**src/rtl/mvu_stream_pkg.sv**
```systemverilog
// Shared constants, types and FSM encoding for the MVU weight streamer.
// Default geometry matches the mvu_vvu_axi build that consumes the stream.
package mvu_stream_pkg;

    localparam int MW           = 50;
    localparam int MH           = 4;
    localparam int SIMD         = 25;
    localparam int PE           = 2;
    localparam int WEIGHT_WIDTH = 4;
    localparam int N_REPS       = 3;

    localparam int NF    = MH / PE;
    localparam int SF    = MW / SIMD;
    localparam int DEPTH = NF * SF;
    localparam int WW    = PE * SIMD * WEIGHT_WIDTH;
    localparam int WW_BA = (WW + 7) / 8 * 8;

    typedef logic [PE-1:0][SIMD-1:0][WEIGHT_WIDTH-1:0] weight_word_t;

    typedef enum logic [1:0] {
        LOAD   = 2'd0,
        STREAM = 2'd1,
        DRAIN  = 2'd2
    } state_e;

endpackage

```
**src/rtl/mvu_weight_streamer_skid_fifo2.sv**
```systemverilog
// Two-entry valid/ready buffer. o_credit tells the producer whether a word
// launched this cycle (arriving next cycle) is guaranteed a free slot.
module skid_fifo2 #(
    parameter int WIDTH = 8
) (
    input  logic             i_clk,
    input  logic             i_rst,
    input  logic             i_valid,
    input  logic [WIDTH-1:0] i_data,
    output logic             o_credit,
    output logic             o_valid,
    output logic [WIDTH-1:0] o_data,
    input  logic             i_ready
);

    logic [1:0]       r_cnt;
    logic [WIDTH-1:0] r_head;
    logic [WIDTH-1:0] r_tail;
    logic             w_pop;
    logic [2:0]       w_occ_next;

    assign o_valid = (r_cnt != 2'd0);
    assign o_data  = r_head;
    assign w_pop   = o_valid & i_ready;

    // Credit counts the word already in flight and the pop happening now.
    always_comb begin
        w_occ_next = {1'b0, r_cnt} + {2'b00, i_valid} - {2'b00, w_pop};
        o_credit   = (w_occ_next < 3'd2);
    end

    always_ff @(posedge i_clk) begin
        if (i_rst) begin
            r_cnt  <= 2'd0;
            r_head <= '0;
            r_tail <= '0;
        end else begin
            case ({i_valid, w_pop})
                2'b10: begin
                    if (r_cnt == 2'd0) begin
                        r_head <= i_data;
                        r_cnt  <= r_cnt + 2'd1;
                    end else if (r_cnt == 2'd1) begin
                        r_tail <= i_data;
                        r_cnt  <= r_cnt + 2'd1;
                    end
                end
                2'b01: begin
                    r_head <= r_tail;
                    r_cnt  <= r_cnt - 2'd1;
                end
                2'b11: begin
                    if (r_cnt == 2'd2) begin
                        r_head <= r_tail;
                        r_tail <= i_data;
                    end else begin
                        r_head <= i_data;
                    end
                end
                default: ;
            endcase
        end
    end

endmodule

```
**src/rtl/mvu_weight_streamer.sv**
```systemverilog
// Stores one weight matrix from a load stream and replays it N_REPS times
// (nf outer, sf inner) as the weight AXI-Stream for mvu_vvu_axi.
module mvu_weight_streamer #(
    parameter int MW           = mvu_stream_pkg::MW,
    parameter int MH           = mvu_stream_pkg::MH,
    parameter int SIMD         = mvu_stream_pkg::SIMD,
    parameter int PE           = mvu_stream_pkg::PE,
    parameter int WEIGHT_WIDTH = mvu_stream_pkg::WEIGHT_WIDTH,
    parameter int N_REPS       = mvu_stream_pkg::N_REPS,
    localparam int NF          = MH / PE,
    localparam int SF          = MW / SIMD,
    localparam int DEPTH       = NF * SF,
    localparam int WW          = PE * SIMD * WEIGHT_WIDTH,
    localparam int WW_BA       = (WW + 7) / 8 * 8
) (
    input  logic             ap_clk,
    input  logic             ap_rst,
    input  logic [WW_BA-1:0] s_axis_wload_tdata,
    input  logic             s_axis_wload_tvalid,
    output logic             s_axis_wload_tready,
    output logic [WW_BA-1:0] m_axis_weights_tdata,
    output logic             m_axis_weights_tvalid,
    input  logic             m_axis_weights_tready,
    output logic             busy
);

    import mvu_stream_pkg::*;

    localparam int PW = (DEPTH > 1) ? $clog2(DEPTH) : 1;
    localparam int RW = (N_REPS > 1) ? $clog2(N_REPS + 1) : 1;

    state_e         r_state;
    logic [PW-1:0]  r_wr_ptr;
    logic [PW-1:0]  r_rd_ptr;
    logic [RW-1:0]  r_rep_cnt;
    logic [WW-1:0]  r_mem [DEPTH];
    logic [WW-1:0]  r_rd_data;
    logic           r_rd_vld;

    logic           w_load_fire;
    logic           w_rd_en;
    logic           w_rd_wrap;
    logic           w_wr_wrap;
    logic           w_last_rep;
    logic           w_credit;
    logic           w_fifo_valid;
    logic [WW-1:0]  w_fifo_data;

    assign s_axis_wload_tready = (r_state == LOAD) && !ap_rst;
    assign w_load_fire         = s_axis_wload_tready && s_axis_wload_tvalid;
    assign w_rd_en             = (r_state == STREAM) && w_credit;
    assign w_wr_wrap           = (r_wr_ptr == PW'(DEPTH - 1));
    assign w_rd_wrap           = (r_rd_ptr == PW'(DEPTH - 1));
    assign w_last_rep          = (N_REPS != 0) && (int'(r_rep_cnt) + 1 == N_REPS);
    assign busy                = (r_state == STREAM) || w_fifo_valid;

    always_ff @(posedge ap_clk) begin
        if (w_load_fire) begin
            r_mem[r_wr_ptr] <= s_axis_wload_tdata[WW-1:0];
        end
        if (w_rd_en) begin
            r_rd_data <= r_mem[r_rd_ptr];
        end
    end

    always_ff @(posedge ap_clk) begin
        if (ap_rst) begin
            r_state   <= LOAD;
            r_wr_ptr  <= '0;
            r_rd_ptr  <= '0;
            r_rep_cnt <= '0;
            r_rd_vld  <= 1'b0;
        end else begin
            r_rd_vld <= w_rd_en;
            case (r_state)
                LOAD: begin
                    if (w_load_fire) begin
                        if (w_wr_wrap) begin
                            r_wr_ptr <= '0;
                            r_state  <= STREAM;
                        end else begin
                            r_wr_ptr <= r_wr_ptr + 1'b1;
                        end
                    end
                end
                STREAM: begin
                    if (w_rd_en) begin
                        if (w_rd_wrap) begin
                            r_rd_ptr  <= '0;
                            r_rep_cnt <= r_rep_cnt + 1'b1;
                            if (w_last_rep) begin
                                r_state <= DRAIN;
                            end
                        end else begin
                            r_rd_ptr <= r_rd_ptr + 1'b1;
                        end
                    end
                end
                DRAIN: begin
                    r_rep_cnt <= '0;
                    if (!w_fifo_valid && !r_rd_vld) begin
                        r_state <= LOAD;
                    end
                end
                default: r_state <= LOAD;
            endcase
        end
    end

    skid_fifo2 #(
        .WIDTH (WW)
    ) u_skid (
        .i_clk    (ap_clk),
        .i_rst    (ap_rst),
        .i_valid  (r_rd_vld),
        .i_data   (r_rd_data),
        .o_credit (w_credit),
        .o_valid  (w_fifo_valid),
        .o_data   (w_fifo_data),
        .i_ready  (m_axis_weights_tready)
    );

    assign m_axis_weights_tvalid = w_fifo_valid;

    always_comb begin
        m_axis_weights_tdata         = '0;
        m_axis_weights_tdata[WW-1:0] = w_fifo_data;
    end

endmodule

```
**config.mk**
```make
export PLATFORM = sky130hd
export DESIGN_NAME = mvu_weight_streamer
export DESIGN_NICKNAME = d
export VERILOG_FILES = /design/src/rtl/mvu_stream_pkg.sv /design/src/rtl/mvu_weight_streamer_skid_fifo2.sv /design/src/rtl/mvu_weight_streamer.sv
export SDC_FILE = /design/constraint.sdc
export NUM_CORES = 2
export LEC_CHECK = 0
export ABC_CLOCK_PERIOD_IN_PS = 19850
export BUFFER_PORTS_ARGS = -buffer_cell sky130_fd_sc_hd__buf_2
export CELL_PAD_IN_SITES_DETAIL_PLACEMENT = 1
export CELL_PAD_IN_SITES_GLOBAL_PLACEMENT = 2
export CORE_MARGIN = 10
export CORE_UTILIZATION = 47
export CTS_BUF_LIST = sky130_fd_sc_hd__clkbuf_16
export DETAILED_ROUTE_END_ITERATION = 10
export HOLD_SLACK_MARGIN = 0.02
export PLACE_DENSITY = 0.92
export SYNTH_ARGS = -nofsm -noshare
export SYNTH_HDL_FRONTEND = slang
export SYNTH_HIERARCHICAL = 1
export SYNTH_SLANG_ARGS = --single-unit
```
**constraint.sdc**
```tcl
create_clock -name ap_clk -period 19.85 [get_ports ap_clk]
set_clock_uncertainty 0.2 [all_clocks]
set_input_delay 3.97 -clock ap_clk [delete_from_list [all_inputs] [get_ports ap_clk]]
set_output_delay 3.97 -clock ap_clk [all_outputs]
set_load 0.05 [all_outputs]
```
==> impl_metrics.toml <==
[route]
drc = 0
viasPerCell = 5.69
drt_iter0_markers = 2149
met2WireLength_um = 71200
drt-met1-wl_um = 51800
num_vias = 29700
wl_um = 135000
top_layer_used = "met5"
dr.pass1.iters = 5
met3WireLength_um = 7630
ant_nets = 0
wl_per_cell_um = 25.8

[global_route]
gr-total-overflow = 0
grt_antenna_before_repair = 44
grt_max_degree = 195
first_global_vias = 32400
grt_usage_pct = 21.8
grt_pass1_wl_um = 203000

[clock_network]
clk_path_buf_depth = 3
cts_num_sinks = 1411
cts_resized = 0
cts_buffers = 143
htree_levels = 4
cts-root-buf = "clkbuf_16"
cts_tree = "done"
postCtsSetupRepairBufs = 0
path_clk_slew_ns = 0.06
postCtsHoldBufs = 0
clock_latency_ns = 0.75

[yosys]
synthCells = 3319
ys_top_cells_by_area = "edfxtp_1 (59%), dfxtp_1 (16%), mux4_2 (8.8%)"
yosysSeqAreaShare_pct = 74.8
syn-num-nets = 3533
ys_async_sr_fraction_pct = 0
postSynthAreaPerCell_um2 = 15.4
synth_area_um2 = 51100
synth_ff_type = "edfxtp_1"
yosysWarnings = 6
yosysUniqueCellTypes = 40
yosysTopAreaCell = "edfxtp_1"
synth-seq-cells = 1411
netlist.area_leader.share_pct = 58.7
synth_edf_count = 1000

[sta]
fmax_mhz = 111
period_needed_ns = 8.98
hold_viol = 0
slew_headroom_pct = 19.0
rsz0062_at_grt = "false"
tightest_slew_ns = 1.22
tns_ns = 0
slew_viol_final = 0
fin_crit_sh_pct = 45.2
layout_setup_ws_ns = 10.87
finalSetupViolCount = 0

[setup_path]
cp-end-kind = "output port"
reg2reg_from = "u_skid/r_cnt[0]"
r2r-end = "r_rd_data[20]"
cp-startpoint = "ap_rst"
critPathMaxFanout = 104
cp-start-kind = "primary input"
required_ns = 15.68
rrSetupSlack_ns = 14.71
critPathCapture = "s_axis_wload_tready"
reg2reg_depth = 11
worstPathArrival_ns = 4.81
path_class = "primary input to output port"

[power]
power_leakage_nw = 19.6
ir_drop_mv = 0.118
power_switching_w = 0.00194
intPower_w = 0.00503
power_density_nw_per_um2 = 119
power_frac_comb_pct = 13.9
seq_power_share_pct = 48.9
pwr-share-clk_pct = 37.2
p_sw_share_pct = 27.8

[floorplanning]
die_x_um = 350
num_rows = 120
fp.dieArea_um2 = 122000
ioPinCount = 407
die_h_um = 350
initial_core_util_pct = 47.6
fp.coreArea_um2 = 108000

[place]
place_ws_ns = 10.82
portBuffers = 406
gp_routability_congestion = 0.736
hpwl_um = 79100

[finish]
final_core_util_pct = 54.6
nNetsFinal = 3898
layout-drive-gt1-share_pct = 23.0
area_growth_syn_to_layout_pct = 14.8

[status]
status = "finished clean"

[hold_path]
hp-class = "register to register"

[flow_run]
maxCapViolations = 0
## Yosys cell counts (all sizes together), types with 2 or more instances
master / n
o211ai: 2
and2: 7
nor3: 3
a21oi: 205
xnor2: 2
inv: 9
buf: 137
nor4bb: 2
dfxtp: 411
mux4: 200
a211oi: 2
mux2i: 2
ha: 9
or3: 2
nand2b: 3
nor2: 210
clkbuf: 88
o21ai: 3
o31ai: 2
nand2: 807
nand3: 2
a31oi: 2
edfxtp: 1000
a311oi: 199
## state kept, by name (all words and copies together), names as in the netlist
| name | cells |
|---|---|
| r_rd_ptr | 2 |
| r_state | 2 |
| r_mem | 800 |
| r_rd_vld | 1 |
| u_skid/o_data | 200 |
| r_rd_data | 200 |
| u_skid/r_cnt | 2 |
| r_rep_cnt | 2 |
| u_skid/r_tail | 200 |
| r_wr_ptr | 2 |
## kinds of logic (layout without fill, tap and decap cells)
group                    Yosys count  in the layout  share of synthesized area (%)
AND/OR/NAND/NOR                 1040           1040                           7.78
other                              0             22                              0
AO/OA/AOI/OAI                    419            419                           5.87
buffers and inverters            234            717                           2.37
flip-flops                      1411           1411                           74.8
XOR/XNOR                           2              2                         0.0343
multiplexers                     203            203                           8.87
adder cells (fa/ha/maj)           10             10                          0.259
## power groups by stage
stage               clock network (W)  registers [W]  logic [W]
global route                  0.00276        0.00342    0.00103
finish                        0.00259        0.00341   0.000970
global placement                    0        0.00346   0.000945
CTS                           0.00264        0.00341   0.000981
floorplan                           0        0.00377   0.000369
detailed placement                  0        0.00347   0.000974
## placed cells by master, fill, tap and decap left out, drive strengths merged, types with 2 or more instances in the layout
cell type	netlist	layout
buf	137	445
diode	0	22
nor3	3	3
nor4bb	2	2
dfxtp	411	411
nor2	210	210
or3	2	2
bufinv	0	9
nand3	2	2
o211ai	2	2
o31ai	2	2
and2	7	7
mux2i	2	2
a311oi	199	199
clkinv	0	60
nand2	807	807
clkbuf	88	151
a211oi	2	2
nand2b	3	3
xnor2	2	2
inv	9	51
o21ai	3	3
a21oi	205	205
mux4	200	200
a31oi	2	2
edfxtp	1000	1000
ha	9	9
## through the flow
stage	power [W]	cells	hold slack (ns)	area (um^2)
6_report	0.00697	5227	0.256	58700
5_1_grt	0.00722	5222	0.268	58700
4_1_cts	0.00703	5205	0.255	58600
3_5_place_dp	0.00445	4942	0.247	54100
3_3_place_gp	0.00441	4942	0.242	54100
2_1_floorplan	0.00414	3319	0.237	51100
## layer usage
| metal | global-route usage [%] | vias to the layer above |
|---|---|---|
| li1 | - | 13100 |
| met1 | 25.7 | 15400 |
| met2 | 39.0 | 894 |
| met3 | 4.41 | 252 |
| met4 | 8.12 | 26 |
| met5 | 0 | - |
## layout make-up
| class | instances | area, um^2 |
|---|---|---|
| clock buffers | 151 | 3780 |
| multi-input cells | 1674 | 11700 |
| inverters | 9 | 41.3 |
| fillers | 10200 | 48800 |
| clock inverters | 112 | 732 |
| flip-flops and latches | 1411 | 38300 |
| well taps | 1403 | 1760 |
| diodes | 22 | 55.1 |
| repair buffers | 445 | 2360 |
## worst min path at each step
stage | slack (ns) | start | endpoint | depth (start not counted)
global placement | 0.24 | u_skid/r_tail[118] | u_skid/r_tail[118] | 2
detailed placement | 0.25 | u_skid/r_tail[131] | u_skid/r_tail[131] | 2
CTS | 0.26 | u_skid/r_tail[131] | u_skid/r_tail[131] | 2
global route | 0.27 | u_skid/r_tail[45] | u_skid/r_tail[45] | 2
finish | 0.26 | u_skid/r_tail[90] | u_skid/r_tail[90] | 2
floorplan | 0.24 | u_skid/r_tail[0] | u_skid/r_tail[0] | 2
## worst max-delay path, stage by stage
cell	delay (ns)
buf_8	0.50
nor3_1	0.08
buf_2	0.24
No activity file was read; power rests on OpenSTA's default activity.
